--- config.mk ---
export PLATFORM = sky130hd
export DESIGN_NAME = serial_adder
export DESIGN_NICKNAME = d
export VERILOG_FILES = /design/src/rtl/serial_adder.sv
export SDC_FILE = /design/constraint.sdc
export NUM_CORES = 1
export LEC_CHECK = 0
export CORE_MARGIN = 2
export CORE_UTILIZATION = 48
export DETAILED_ROUTE_END_ITERATION = 10
export PLACE_DENSITY_LB_ADDON = 0.12
export SLEW_MARGIN = 20
export SYNTH_ARGS = -nofsm -noshare
export SYNTH_HDL_FRONTEND = slang
export SYNTH_SLANG_ARGS = --single-unit
--- constraint.sdc ---
create_clock -name clk -period 1.6 [get_ports clk]
set_clock_uncertainty 0.15 [all_clocks]
set_input_delay 0.16 -clock clk [delete_from_list [all_inputs] [get_ports clk]]
set_output_delay 0.16 -clock clk [all_outputs]
set_load 0.05 [all_outputs]
--- src/rtl/serial_adder.sv ---
// Bit-serial adder: one full-adder cell and a carry flop add two WIDTH-bit operands LSB first.
// Latency WIDTH cycles from accept to out_valid; one operation per WIDTH+2 cycles at best.
// Backpressure: DONE holds sum/cout/ovf stable while out_ready=0; in_ready is low outside IDLE.
// Optional subtract mode is enabled by defining SERIAL_ADDER_SUB_EN (adds the sub port).
module serial_adder #(
   parameter int WIDTH = 8
) (
   input  logic             clk,
   input  logic             rst_n,
   input  logic             in_valid,
   output logic             in_ready,
   input  logic [WIDTH-1:0] a,
   input  logic [WIDTH-1:0] b,
`ifdef SERIAL_ADDER_SUB_EN
   input  logic             sub,
`endif
   output logic             out_valid,
   input  logic             out_ready,
   output logic [WIDTH-1:0] sum,
   output logic             cout,
   output logic             ovf
);

   localparam int CW = (WIDTH > 1) ? $clog2(WIDTH) : 1;
   localparam logic [CW-1:0] LAST = CW'(WIDTH - 1);

   typedef enum logic [1:0] {IDLE, RUN, DONE} state_t;

   state_t           state, state_nxt;
   logic [WIDTH-1:0] a_sh, b_sh;
   logic             carry;
   logic [CW-1:0]    cnt;
   logic             accept, last;
   logic             b_bit, s_bit, c_nxt, cin;

`ifdef SERIAL_ADDER_SUB_EN
   logic sub_r;
   // Subtract is a + ~b + 1: invert the serial b bit and seed the carry with 1.
   assign b_bit = b_sh[0] ^ sub_r;
   assign cin   = sub;
`else
   assign b_bit = b_sh[0];
   assign cin   = 1'b0;
`endif

   // Single full-adder cell fed from the LSBs of the shift registers.
   assign s_bit = a_sh[0] ^ b_bit ^ carry;
   assign c_nxt = (a_sh[0] & b_bit) | (a_sh[0] & carry) | (b_bit & carry);

   // State register.
   always_ff @(posedge clk) begin
      if (!rst_n) state <= IDLE;
      else        state <= state_nxt;
   end

   // Next-state and handshake decode; in_ready/out_valid depend on state only.
   always_comb begin
      state_nxt = state;
      in_ready  = 1'b0;
      out_valid = 1'b0;
      accept    = 1'b0;
      last      = 1'b0;
      case (state)
         IDLE: begin
            in_ready = 1'b1;
            if (in_valid) begin
               accept    = 1'b1;
               state_nxt = RUN;
            end
         end
         RUN: begin
            if (cnt == LAST) begin
               last      = 1'b1;
               state_nxt = DONE;
            end
         end
         DONE: begin
            out_valid = 1'b1;
            if (out_ready) state_nxt = IDLE;
         end
         default: state_nxt = IDLE;
      endcase
   end

   // Datapath: load operands on accept, shift one bit per RUN cycle, capture flags on the last bit.
   always_ff @(posedge clk) begin
      if (!rst_n) begin
         a_sh  <= '0;
         b_sh  <= '0;
         sum   <= '0;
         cout  <= 1'b0;
         ovf   <= 1'b0;
         cnt   <= '0;
         carry <= 1'b0;
`ifdef SERIAL_ADDER_SUB_EN
         sub_r <= 1'b0;
`endif
      end else if (accept) begin
         a_sh  <= a;
         b_sh  <= b;
         carry <= cin;
         cnt   <= '0;
`ifdef SERIAL_ADDER_SUB_EN
         sub_r <= sub;
`endif
      end else if (state == RUN) begin
         sum   <= {s_bit, sum[WIDTH-1:1]};
         a_sh  <= a_sh >> 1;
         b_sh  <= b_sh >> 1;
         carry <= c_nxt;
         cnt   <= cnt + CW'(1);
         if (last) begin
            cout <= c_nxt;
            ovf  <= carry ^ c_nxt;
         end
      end
   end

endmodule
== Yosys cells after proc, flatten, opt, wreduce, memory -nomap -nowiden ==
Cells that the tools add are included.

* Word-level logic and storage cells: 45
* Register bits: 32
* Output and inout bits: 12
* Input port bits: 20

* Eq/ne operators: 6
* Add/subtract/negate cells: 1
* Bitwise operators: 10
* Mux-type cells: 14
* Reduce and logical (&&, ||, !) cells: 6

{| class="wikitable"
|+ Operators with widths
! kind !! number
|-
| $mux W8 || 4
|-
| $mux W1 || 6
|-
| $mux W2 || 3
|-
| $ne A2 B2 Y1 const B || 3
|-
| $pmux W2 S3 || 1
|-
| $reduce_and A3 Y1 || 2
|-
| $add A3 B1 Y3 const B || 1
|-
| $and A1 B1 Y1 || 3
|-
| $eq A3 B3 Y1 const B || 1
|-
| $xor A1 B1 Y1 || 3
|-
| $eq A2 B1 Y1 const B || 1
|-
| $eq A2 B2 Y1 const B || 1
|-
| $logic_not A2 Y1 || 1
|-
| $not A1 Y1 || 2
|-
| $or A1 B1 Y1 || 2
|-
| $reduce_and A2 Y1 || 1
|-
| $reduce_bool A2 Y1 || 1
|-
| $reduce_or A2 Y1 || 1
|}

== Logic depth before layout (Yosys ltp) ==
Gate-level depths: netlist (run 1).

* Depth after elaboration: 4
* Mapped depth: 6
* Depth with buffers taken out: 5

== Least setup slack after synthesis (run 1) ==
Ideal clock, no wire load.

* Path kind: register to register
* Start point: reg state[0]
* End point: reg state[1]
* Arrival time: 1.480 ns
* Path buffers: 1
* Period minus slack after synthesis: 1.697 ns
* Required time: 1.383 ns
* Slack: -0.097 ns
* Setup time: 0.067 ns
* Stages on the path, launching flop included: 5
* Cell sequence: dfxtp_1 buf_4 nor2b_1 a22oi_1 nor2_1

* Cells in the longest elaborated chain, start to end: 3
* Elaborated cells between the ends (all ways): 8
* Classes of those cells: eq/ne (5); mux (1); reduce/logical (2)

{| class="wikitable"
|+ RTL lines
! item !! line !! RTL
|-
| from (decl) || 29 || <nowiki>state_t state, state_nxt;</nowiki>
|-
| from (signal assigned) || 53 || <nowiki>else state <= state_nxt;</nowiki>
|-
| $eq A2 B1 Y1, or another cell as far along || 63 || <nowiki>case (state)</nowiki>
|-
| $ne A2 B2 Y1 (no line) || - ||
|-
| $reduce_and A3 Y1 (no line) || - ||
|}

Parallel ways exist; a longest one is shown, timed or not.
A chain may end at the register's enable or synchronous reset.

== Worst setup path in the final report (run 1) ==
* Start point: reg state[1]
* End point: out out_valid

* Cells in the longest elaborated chain, start to end: 2

{| class="wikitable"
|+ RTL lines
! item !! line !! RTL
|-
| $eq A2 B2 Y1 || 63 ||
|-
| $mux W1 || 63 ||
|-
| to (decl) || 17 || <nowiki>output logic out_valid,</nowiki>
|}

No other way between the ends.

==> results of run 1 <==
==> routing by layer <==
| metal | part of all wire (%) | global-route usage, % |
|---|---|---|
| met3 | 6.0 | 6.80 |
| met5 | 0 | 0 |
| met2 | 52 | 33.8 |
| met4 | 1.9 | 6.64 |
| met1 | 40 | 20.4 |
==> path summary, 6_finish.rpt <==
check                               from   endpoint  slack [ps]  cells after the start
worst max-delay path            state[1]  out_valid          60                      3
worst min-delay path                a[7]    a_sh[7]         240                      3
worst max register to register   a_sh[0]        ovf         150                      3
worst min register to register   a_sh[2]    a_sh[1]         310                      2
==> layout make-up <==
class	instances	area, sq um
clock inverters	2	35.0
repair buffers	41	393
fillers	235	936
clock buffers	6	41.3
flip-flops and latches	32	641
well taps	31	38.8
inverters	4	15.0
multi-input cells	118	634
==> through the flow <==
| step | cell area (sq um) | total power [mW] | util (%) | hold slack [ps] | setup WS, ps |
|---|---|---|---|---|---|
| after floorplan | 1370 | 1.05 | - | 146 | 190 |
| after global placement | 1720 | 1.15 | 62.8 | 287 | 4.32 |
| after detailed placement | 1720 | 1.16 | 62.8 | 295 | -54.3 |
| after CTS | 1800 | 1.74 | 65.8 | 233 | 50.4 |
| after global routing | 1800 | 1.81 | 65.8 | 247 | 1.81 |
| final | 1800 | 1.73 | 65.8 | 242 | 58.9 |
==> report_power, final <==
| group | switching (mW) | internal, mW | total, mW |
|---|---|---|---|
| clock | 0.259 | 0.328 | 0.587 |
| combinational | 0.140 | 0.134 | 0.274 |
| sequential | 0.0261 | 0.839 | 0.865 |
| total | 0.425 | 1.30 | 1.73 |
==> critical path, cell delays in order, from the launching register on <==
cell	delay, ps
dfxtp_1	400
buf_4	180
nor2b_4	190
buf_12	150
==> cells in the mapped netlist, drive strengths merged <==
cell type / number
and2b: 1
or3b: 1
a21oi: 42
fa: 1
o221a: 2
nor2: 7
nand2b: 1
a22oi: 1
nand3: 3
buf: 10
clkbuf: 2
a311oi: 1
ha: 2
nand2: 37
xnor2: 2
nor3b: 2
inv: 4
o21ai: 13
dfxtp: 32
nor2b: 2
==> logic make-up (layout without fill, tap and decap cells) <==
kind of cell    count (synthesis)  after routing  share of synthesized area (%)
compound gates                 59             59                           23.3
buf+inv                        16             53                           6.98
simple gates                   54             54                           18.1
xor+xnor                        2              2                           1.29
flops                          32             32                           47.0
fa+ha+maj                       3              3                           3.31
==> state kept, by name (all words and copies together), names as in the netlist <==
register,flops
a_sh,8
b_sh,8
sum,8
cnt,3
state,2
carry,1
cout,1
ovf,1
==> metrics.md, run 1 <==
| Metric | Value |
|---|---|
| Status | complete, no violations |
| Number of global-route vias before repair | 1,163 |
| ANT cells | 0 |
| Postcts setup bufs | 0 |
| Part of the cycle the worst path needs | 96.3% |
| Finished Layout Cells | 234 |
| Max Cap Viol | 0 |
| Area grow syn2layout | 32.0% |
| H-tree Lvls | 2 |
| Worst min path class | primary input to register |
| Area of the die | 3280 sq um |
| RSZ-0062 raised after global routing | false |
| Leakage | 0.694 nW |
| Critical Path Source Type | register |
| Power per cell area | 960 nW/um^2 |
| DRT Pass-1 Iters | 4 |
| YS warnings | 0 |
| Largest area contributor in the netlist | dfxtp_1 |
| Worst Path Required | 1290 ps |
| CTS tree | built |
| Mean Syn Cell Area | 8.21 sq um |
| Crit path capture type | output pin |
| Routed vias/inst | 5.42 |
| Most frequent cells in the layout | a21oi_1, nand2_1, dfxtp_1 |
| Via count of the routed design | 1,269 |
| Starting Density | 49.8% |
| Clock-pin slew on the worst setup and hold paths | 100 ps |
| Num CTS Buffers | 5 |
| GRT overflow | 0 |
| Clk_lat worst skew | 320 ps |
| Final Hold Fails | 0 |
| DRT antenna net count | 0 |
| Syn Nets | 189 |
| Clk buf depth | 2 |
| Detailed-route DRC error count | 0 |
| Synth top area share | 47.0% |
| Placed insts | 226 |
| Post-cts resize count | 1 |
| Root Driver | clkbuf_4 |
| Slew @ Worst Pin | 424 ps |
| Commonest non-fill, non-tap cell in the layout | a21oi_1 |
| Core area | 2730 sq um |
| Standard-cell row count | 19 |
| Slew Viols, Final | 0 |
| FF+latch count, synth | 32 |
| Setup Viol. Count Final | 0 |
| DR WL/cell | 12.1 um |
| Relative slew slack | 71.7% |
| Post-layout minimum cycle time | 1540 ps |
| Final HPWL DP | 2120 um |
| Tot GR Track Use | 18.9% |
| First-pass GRT wire length | 4780 um |
| Largest net degree at the start of global routing | 19 |
| Worst IR Drop VDD | 805 uV |
| Kind of critical path | register to output pin |
| Port Buffer Count | 31 |
| Sequential-to-total area share from yosys stat | 47.0% |
| Die Span Y | 57.3 um |
| Setup TNS | 0 ps |
| Synthesized area | 1360 sq um |
| Clock sinks | 32 |
| Die width | 57.3 um |
| DR iter-0 viols | 44 |
| Data arrival, critical path | 1230 ps |
| Final GP Congestion | 0.703 |
| # IOs | 32 |
| Share of cells above drive strength 1 | 17.7% |
| Cts hold-fix bufs | 0 |
| Synth top area cells | dfxtp_1, a21oi_1, nand2_1 |
| Post-synth cell types | 26 |
| Crit-path max FO | 6 |
| Total wire length | 2830 um |
| Syn Inst Count | 166 |
| Nets | 225 |
| Initial antenna violation count | 0 |
| Fmax | 649 MHz |
Power figures use the tool's default switching activity.
==> inputs of run 2 (changes only) <==
--- a/config.mk
+++ b/config.mk
@@ -8,7 +8,9 @@
 export CORE_MARGIN = 2
 export CORE_UTILIZATION = 48
 export DETAILED_ROUTE_END_ITERATION = 10
+export HOLD_SLACK_MARGIN = 0.03
 export PLACE_DENSITY_LB_ADDON = 0.12
+export RECOVER_POWER = 100
 export SLEW_MARGIN = 20
 export SYNTH_ARGS = -nofsm -noshare
 export SYNTH_HDL_FRONTEND = slang
==> metrics.md, run 2 (synthesis gave the netlist of run 1 again) <==
| Metric | Value |
|---|---|
| Data arrival, critical path | 1230 ps (about the same) |
| M1 WL | 1140 um (+1.6%) |
| Standard-cell row count | 19 (unchanged) |
| Clk_lat worst skew | 320 ps (about the same) |
| Total wire length | 2820 um (-0.21%) |
| Leakage | 0.676 nW (-2.5%) |
| Metal3 WL | 155 um (-8.8%) |
| Setup TNS | 0 ps (unchanged) |
| Die width | 57.3 um (unchanged) |
| Worst IR Drop VDD | 803 uV (-0.21%) |
| Tot GR Track Use | 18.9% (unchanged) |
| Crit path capture type | output pin |
| H-tree Lvls | 2 (unchanged) |
| Initial antenna violation count | 0 (unchanged) |
| Clk buf depth | 2 (unchanged) |
| Critical-path top delay cell | dfxtp_1 |
| Post-layout minimum cycle time | 1540 ps (-0.430 ps) |
| DRT Pass-1 Iters | 4 (unchanged) |
| Relative slew slack | 71.6% (-0.13 points) |
| Top layer reached by signal wires | met4 |
| Starting Density | 49.8% (unchanged) |
| Post-route cell area | 1750 sq um (-2.6%) |
| Top Registers | a_sh x8, b_sh x8, sum x8 |
| Final worst-path setup slack | 59.3 ps (+0.430 ps) |
| Worst path buffer plus inverter count | 2 (unchanged) |
| Commonest non-fill, non-tap cell in the layout | a21oi_1 |
| GRT overflow | 0 (unchanged) |
| Final GP Congestion | 0.703 (unchanged) |
| Critical Path Source Type | register |
| Core area | 2730 sq um (unchanged) |
| Post-cts resize count | 1 (unchanged) |
| Area post-placement | 1720 sq um (unchanged) |
| Final HPWL DP | 2120 um (unchanged) |
| Max Cap Viol | 0 (unchanged) |
| Most frequent cells in the layout | a21oi_1, nand2_1, dfxtp_1 |
| DRT antenna net count | 0 (unchanged) |
| Slew @ Worst Pin | 426 ps (+1.92 ps) |
| Setup Viol. Count Final | 0 (unchanged) |
| Clock sinks | 32 (unchanged) |
| Via count of the routed design | 1,261 (-0.63%) |
| Die Span Y | 57.3 um (unchanged) |
| Part of the cycle the worst path needs | 96.3% (about the same) |
| Area grow syn2layout | 28.6% |
| Status | complete, no violations |
| Share of cells above drive strength 1 | 16.7% (-0.99 points) |
| Final hold slack | 243 ps (+0.471 ps) |
| Finished Layout Cells | 234 (unchanged) |
| Detailed-route DRC error count | 0 (unchanged) |
| Fmax | 649 MHz (about the same) |
| Cts hold-fix bufs | 0 (unchanged) |
| Placed insts | 226 (unchanged) |
| Crit-path max FO | 6 (unchanged) |
| Num CTS Buffers | 5 (unchanged) |
| Root Driver | clkbuf_4 |
| Postcts setup bufs | 0 (unchanged) |
| ANT cells | 0 (unchanged) |
| Dpl ws | -54.3 ps (unchanged) |
| DR iter-0 viols | 40 (-9.1%) |
| Util after Layout | 64.1% (-1.7 points) |
| Worst Path Required | 1290 ps (about the same) |
| Port Buffer Count | 31 (unchanged) |
| Largest net degree at the start of global routing | 19 (unchanged) |
| Crit path max-delay family | flip-flops |
| Slew Viols, Final | 0 (unchanged) |
| First-pass GRT wire length | 4780 um (unchanged) |
| Kind of critical path | register to output pin |
| Area of the die | 3280 sq um (unchanged) |
| CP peak stage delay | 400 ps (about the same) |
| Nets | 225 (unchanged) |
| Crit path cell chain | buf_4, nor2b_4, buf_12 |
| Overall Power | 1.71 mW (-0.62%) |
| Worst min path class | primary input to register |
| Power per cell area | 979 nW/um^2 (+2.0%) |
| Routed vias/inst | 5.39 (-0.63%) |
| CTS tree | built |
| # IOs | 32 (unchanged) |
| Number of global-route vias before repair | 1,163 (unchanged) |
| Final Hold Fails | 0 (unchanged) |
| Met2 WL | 1470 um (-1.0%) |
| RSZ-0062 raised after global routing | false |
| Clock-pin slew on the worst setup and hold paths | 100 ps (about the same) |
| DR WL/cell | 12.1 um (-0.21%) |
==> run 2: cell count changes in the layout (fill, tap and decap cells not counted), sizes merged <==
cell    before  now
buf         22   10
clkbuf       6   18
==> run 2: worst reg2reg max path, cell delays in order, from the launching register on <==
cell	delay, ps
dfxtp_1	360
buf_4	170
nor3b_4	170
clkbuf_2	310
a21oi_1	70
a21oi_1	180
==> run 2: final timing paths <==
check	startpoint	slack [ps]	endpoint	depth (start not counted)
hold / removal	a[7]	240	a_sh[7]	3
hold reg to reg	a_sh[2]	310	a_sh[1]	2
setup / recovery	state[1]	60	out_valid	3
setup reg to reg	state[1]	100	b_sh[3]	5
==> run 2: final cells by class <==
class / count / area, sq um
fillers: 248 / 982
flip-flops and latches: 32 / 641
multi-input cells: 118 / 632
repair buffers: 41 / 349
clock buffers: 6 / 41.3
well taps: 31 / 38.8
clock inverters: 2 / 35.0
inverters: 4 / 15.0
==> run 2: per-layer routing <==
layer  track usage (%)  up-vias
li1                  -      633
met1              20.4      580
met2              33.8       38
met3              6.80       10
met4              6.64        0
met5                 0        -
==> run 2: power breakdown <==
group          switching (mW)  internal, mW
sequential             0.0264         0.839
combinational           0.138         0.124
clock                   0.260         0.328
==> inputs of run 3 (changes only) <==
--- a/config.mk
+++ b/config.mk
@@ -5,9 +5,11 @@
 export SDC_FILE = /design/constraint.sdc
 export NUM_CORES = 1
 export LEC_CHECK = 0
+export CORE_ASPECT_RATIO = 0.5
 export CORE_MARGIN = 2
 export CORE_UTILIZATION = 48
 export DETAILED_ROUTE_END_ITERATION = 10
+export GPL_ROUTABILITY_DRIVEN = 0
 export HOLD_SLACK_MARGIN = 0.03
 export PLACE_DENSITY_LB_ADDON = 0.12
 export RECOVER_POWER = 100
==> metrics.md, run 3 (synthesis gave the netlist of run 1 again) <==
| Metric | Value |
|---|---|
| Crit-path max FO | 5 (-1) |
| Final hold slack | 276 ps (+33.9 ps) |
| Post-layout minimum cycle time | 1470 ps (-65.8 ps) |
| DRT antenna net count | 0 (unchanged) |
| Starting Density | 51.4% (+1.6 points) |
| Area of the die | 3310 sq um (+0.78%) |
| Commonest non-fill, non-tap cell in the layout | a21oi_1 |
| Final Hold Fails | 0 (unchanged) |
| Area grow syn2layout | 33.9% |
| Initial antenna violation count | 0 (unchanged) |
| Clk buf depth | 2 (unchanged) |
| Status | complete, no violations |
| Slew Viols, Final | 0 (unchanged) |
| Port Buffer Count | 31 (unchanged) |
| Crit path capture type | output pin |
| Nets | 226 (+0.44%) |
| Post-route cell area | 1820 sq um (+4.1%) |
| # IOs | 32 (unchanged) |
| H-tree Lvls | 2 (unchanged) |
| Worst IR Drop VDD | 702 uV (-13%) |
| Core area | 2650 sq um (-3.0%) |
| Layout fillers | 231 (-6.9%) |
| Standard-cell row count | 13 (-6) |
| Die Span Y | 41.7 um (-27%) |
| Path depth of the worst reg2reg path | 3 (-2) |
| Cts hold-fix bufs | 0 (unchanged) |
| Post-cts resize count | 0 (-1) |
| Root Driver | clkbuf_8 |
| Part of the cycle the worst path needs | 92.2% (-4.1 points) |
| Overall Power | 1.99 mW (+16%) |
| Via count of the routed design | 1,243 (-1.4%) |
| Largest net degree at the start of global routing | 27 (+8) |
| Crit path cell chain | clkbuf_2, nor2_1, buf_12 |
| DR WL/cell | 11.8 um (-1.9%) |
| Fmax | 678 MHz (+4.5%) |
| Setup Viol. Count Final | 0 (unchanged) |
| Clk_lat worst skew | 280 ps (-40 ps) |
| Critical Path Source Type | register |
| ANT cells | 0 (unchanged) |
| Clock sinks | 32 (unchanged) |
| Hold depth | 3 (unchanged) |
| Critical-path top delay cell | dfxtp_1 |
| Die width | 79.3 um (+39%) |
| DRT Pass-1 Iters | 4 (unchanged) |
| Worst min path class | primary input to register |
| Slew @ Worst Pin | 606 ps (+180 ps) |
| Top Registers | a_sh x8, b_sh x8, sum x8 |
| CP peak stage delay | 350 ps (-50 ps) |
| Routed vias/inst | 5.16 (-4.3%) |
| RSZ-0062 raised after global routing | false |
| Share of cells above drive strength 1 | 14.2% (-2.5 points) |
| Most frequent cells in the layout | a21oi_1, nand2_1, dfxtp_1 |
| Kind of critical path | register to output pin |
| GRT overflow | 0 (unchanged) |
| Relative slew slack | 59.8% (-12 points) |
| First-pass GRT wire length | 4610 um (-3.6%) |
| Number of global-route vias before repair | 1,064 (-8.5%) |
| Worst Path Required | 1290 ps (about the same) |
| Postcts setup bufs | 0 (unchanged) |
| Leakage | 0.684 nW (+1.1%) |
| DR iter-0 viols | 35 (-13%) |
| Num CTS Buffers | 5 (unchanged) |
| Final HPWL DP | 2010 um (-5.0%) |
| Data arrival, critical path | 1160 ps (-70 ps) |
| Total wire length | 2850 um (+0.99%) |
| Max Cap Viol | 0 (unchanged) |
| Clock-pin slew on the worst setup and hold paths | 70 ps (-30 ps) |
| Power per cell area | 1090 nW/um^2 (+11%) |
| Detailed-route DRC error count | 0 (unchanged) |
| Area post-placement | 1740 sq um (+1.6%) |
| Tot GR Track Use | 18.4% (-0.44 points) |
| CTS tree | built |
## run 3: changes by cell type in the layout (fill, tap and decap cells not counted), sizes merged
cell | previous run | this run
clkbuf | 18 | 21
clkinv | 1 | 0
buf | 10 | 9
## run 3: cell type report
type / count / area, sq um / area share (%)
sequential: 32 / 641 / 35.1
clock buffer: 7 / 96.3 / 5.28
timing repair buffer: 42 / 367 / 20.1
clock inverter: 1 / 30.0 / 1.65
multi-input combinational: 118 / 629 / 34.5
tap: 37 / 46.3 / 2.54
inverter: 4 / 15.0 / 0.823
## run 3: worst max-delay path: cells and delay by family (launching register included)
| kind | cells | cell delay, ps |
|---|---|---|
| buf+inv | 2 | 330 |
| flops | 1 | 350 |
| simple gates | 1 | 200 |
## run 3: per-stage QoR
| stage | setup slack [ps] | instances | utilization [%] | setup TNS, ps |
|---|---|---|---|---|
| 6_report | 125 | 241 | 68.8 | 0 |
| 4_1_cts | 124 | 241 | 70.6 | 0 |
| 3_3_place_gp | 4.86 | 233 | 65.8 | 0 |
| 2_1_floorplan | 190 | 166 | - | 0 |
| 5_1_grt | 39.7 | 241 | 68.8 | 0 |
| 3_5_place_dp | -41.5 | 233 | 65.8 | -148 |
## run 3: final timing paths
path,endpoint,startpoint,slack [ps]
worst max register to register,ovf,a_sh[0],140
worst min-delay path,a_sh[7],a[7],280
worst min register to register,a_sh[3],a_sh[4],300
worst max-delay path,in_ready,state[1],130
## run 3: power breakdown
group / internal (mW) / switching [mW]
registers: 0.840 / 0.0256
clock network: 0.549 / 0.297
logic: 0.134 / 0.140
## run 3: routing by layer
layer	global-route usage (%)	vias to the layer above	wire [um]
li1	-	634	-
met1	22.4	571	1340
met2	29.5	32	1280
met3	6.74	6	189
met4	8.28	0	33
met5	0	-	0
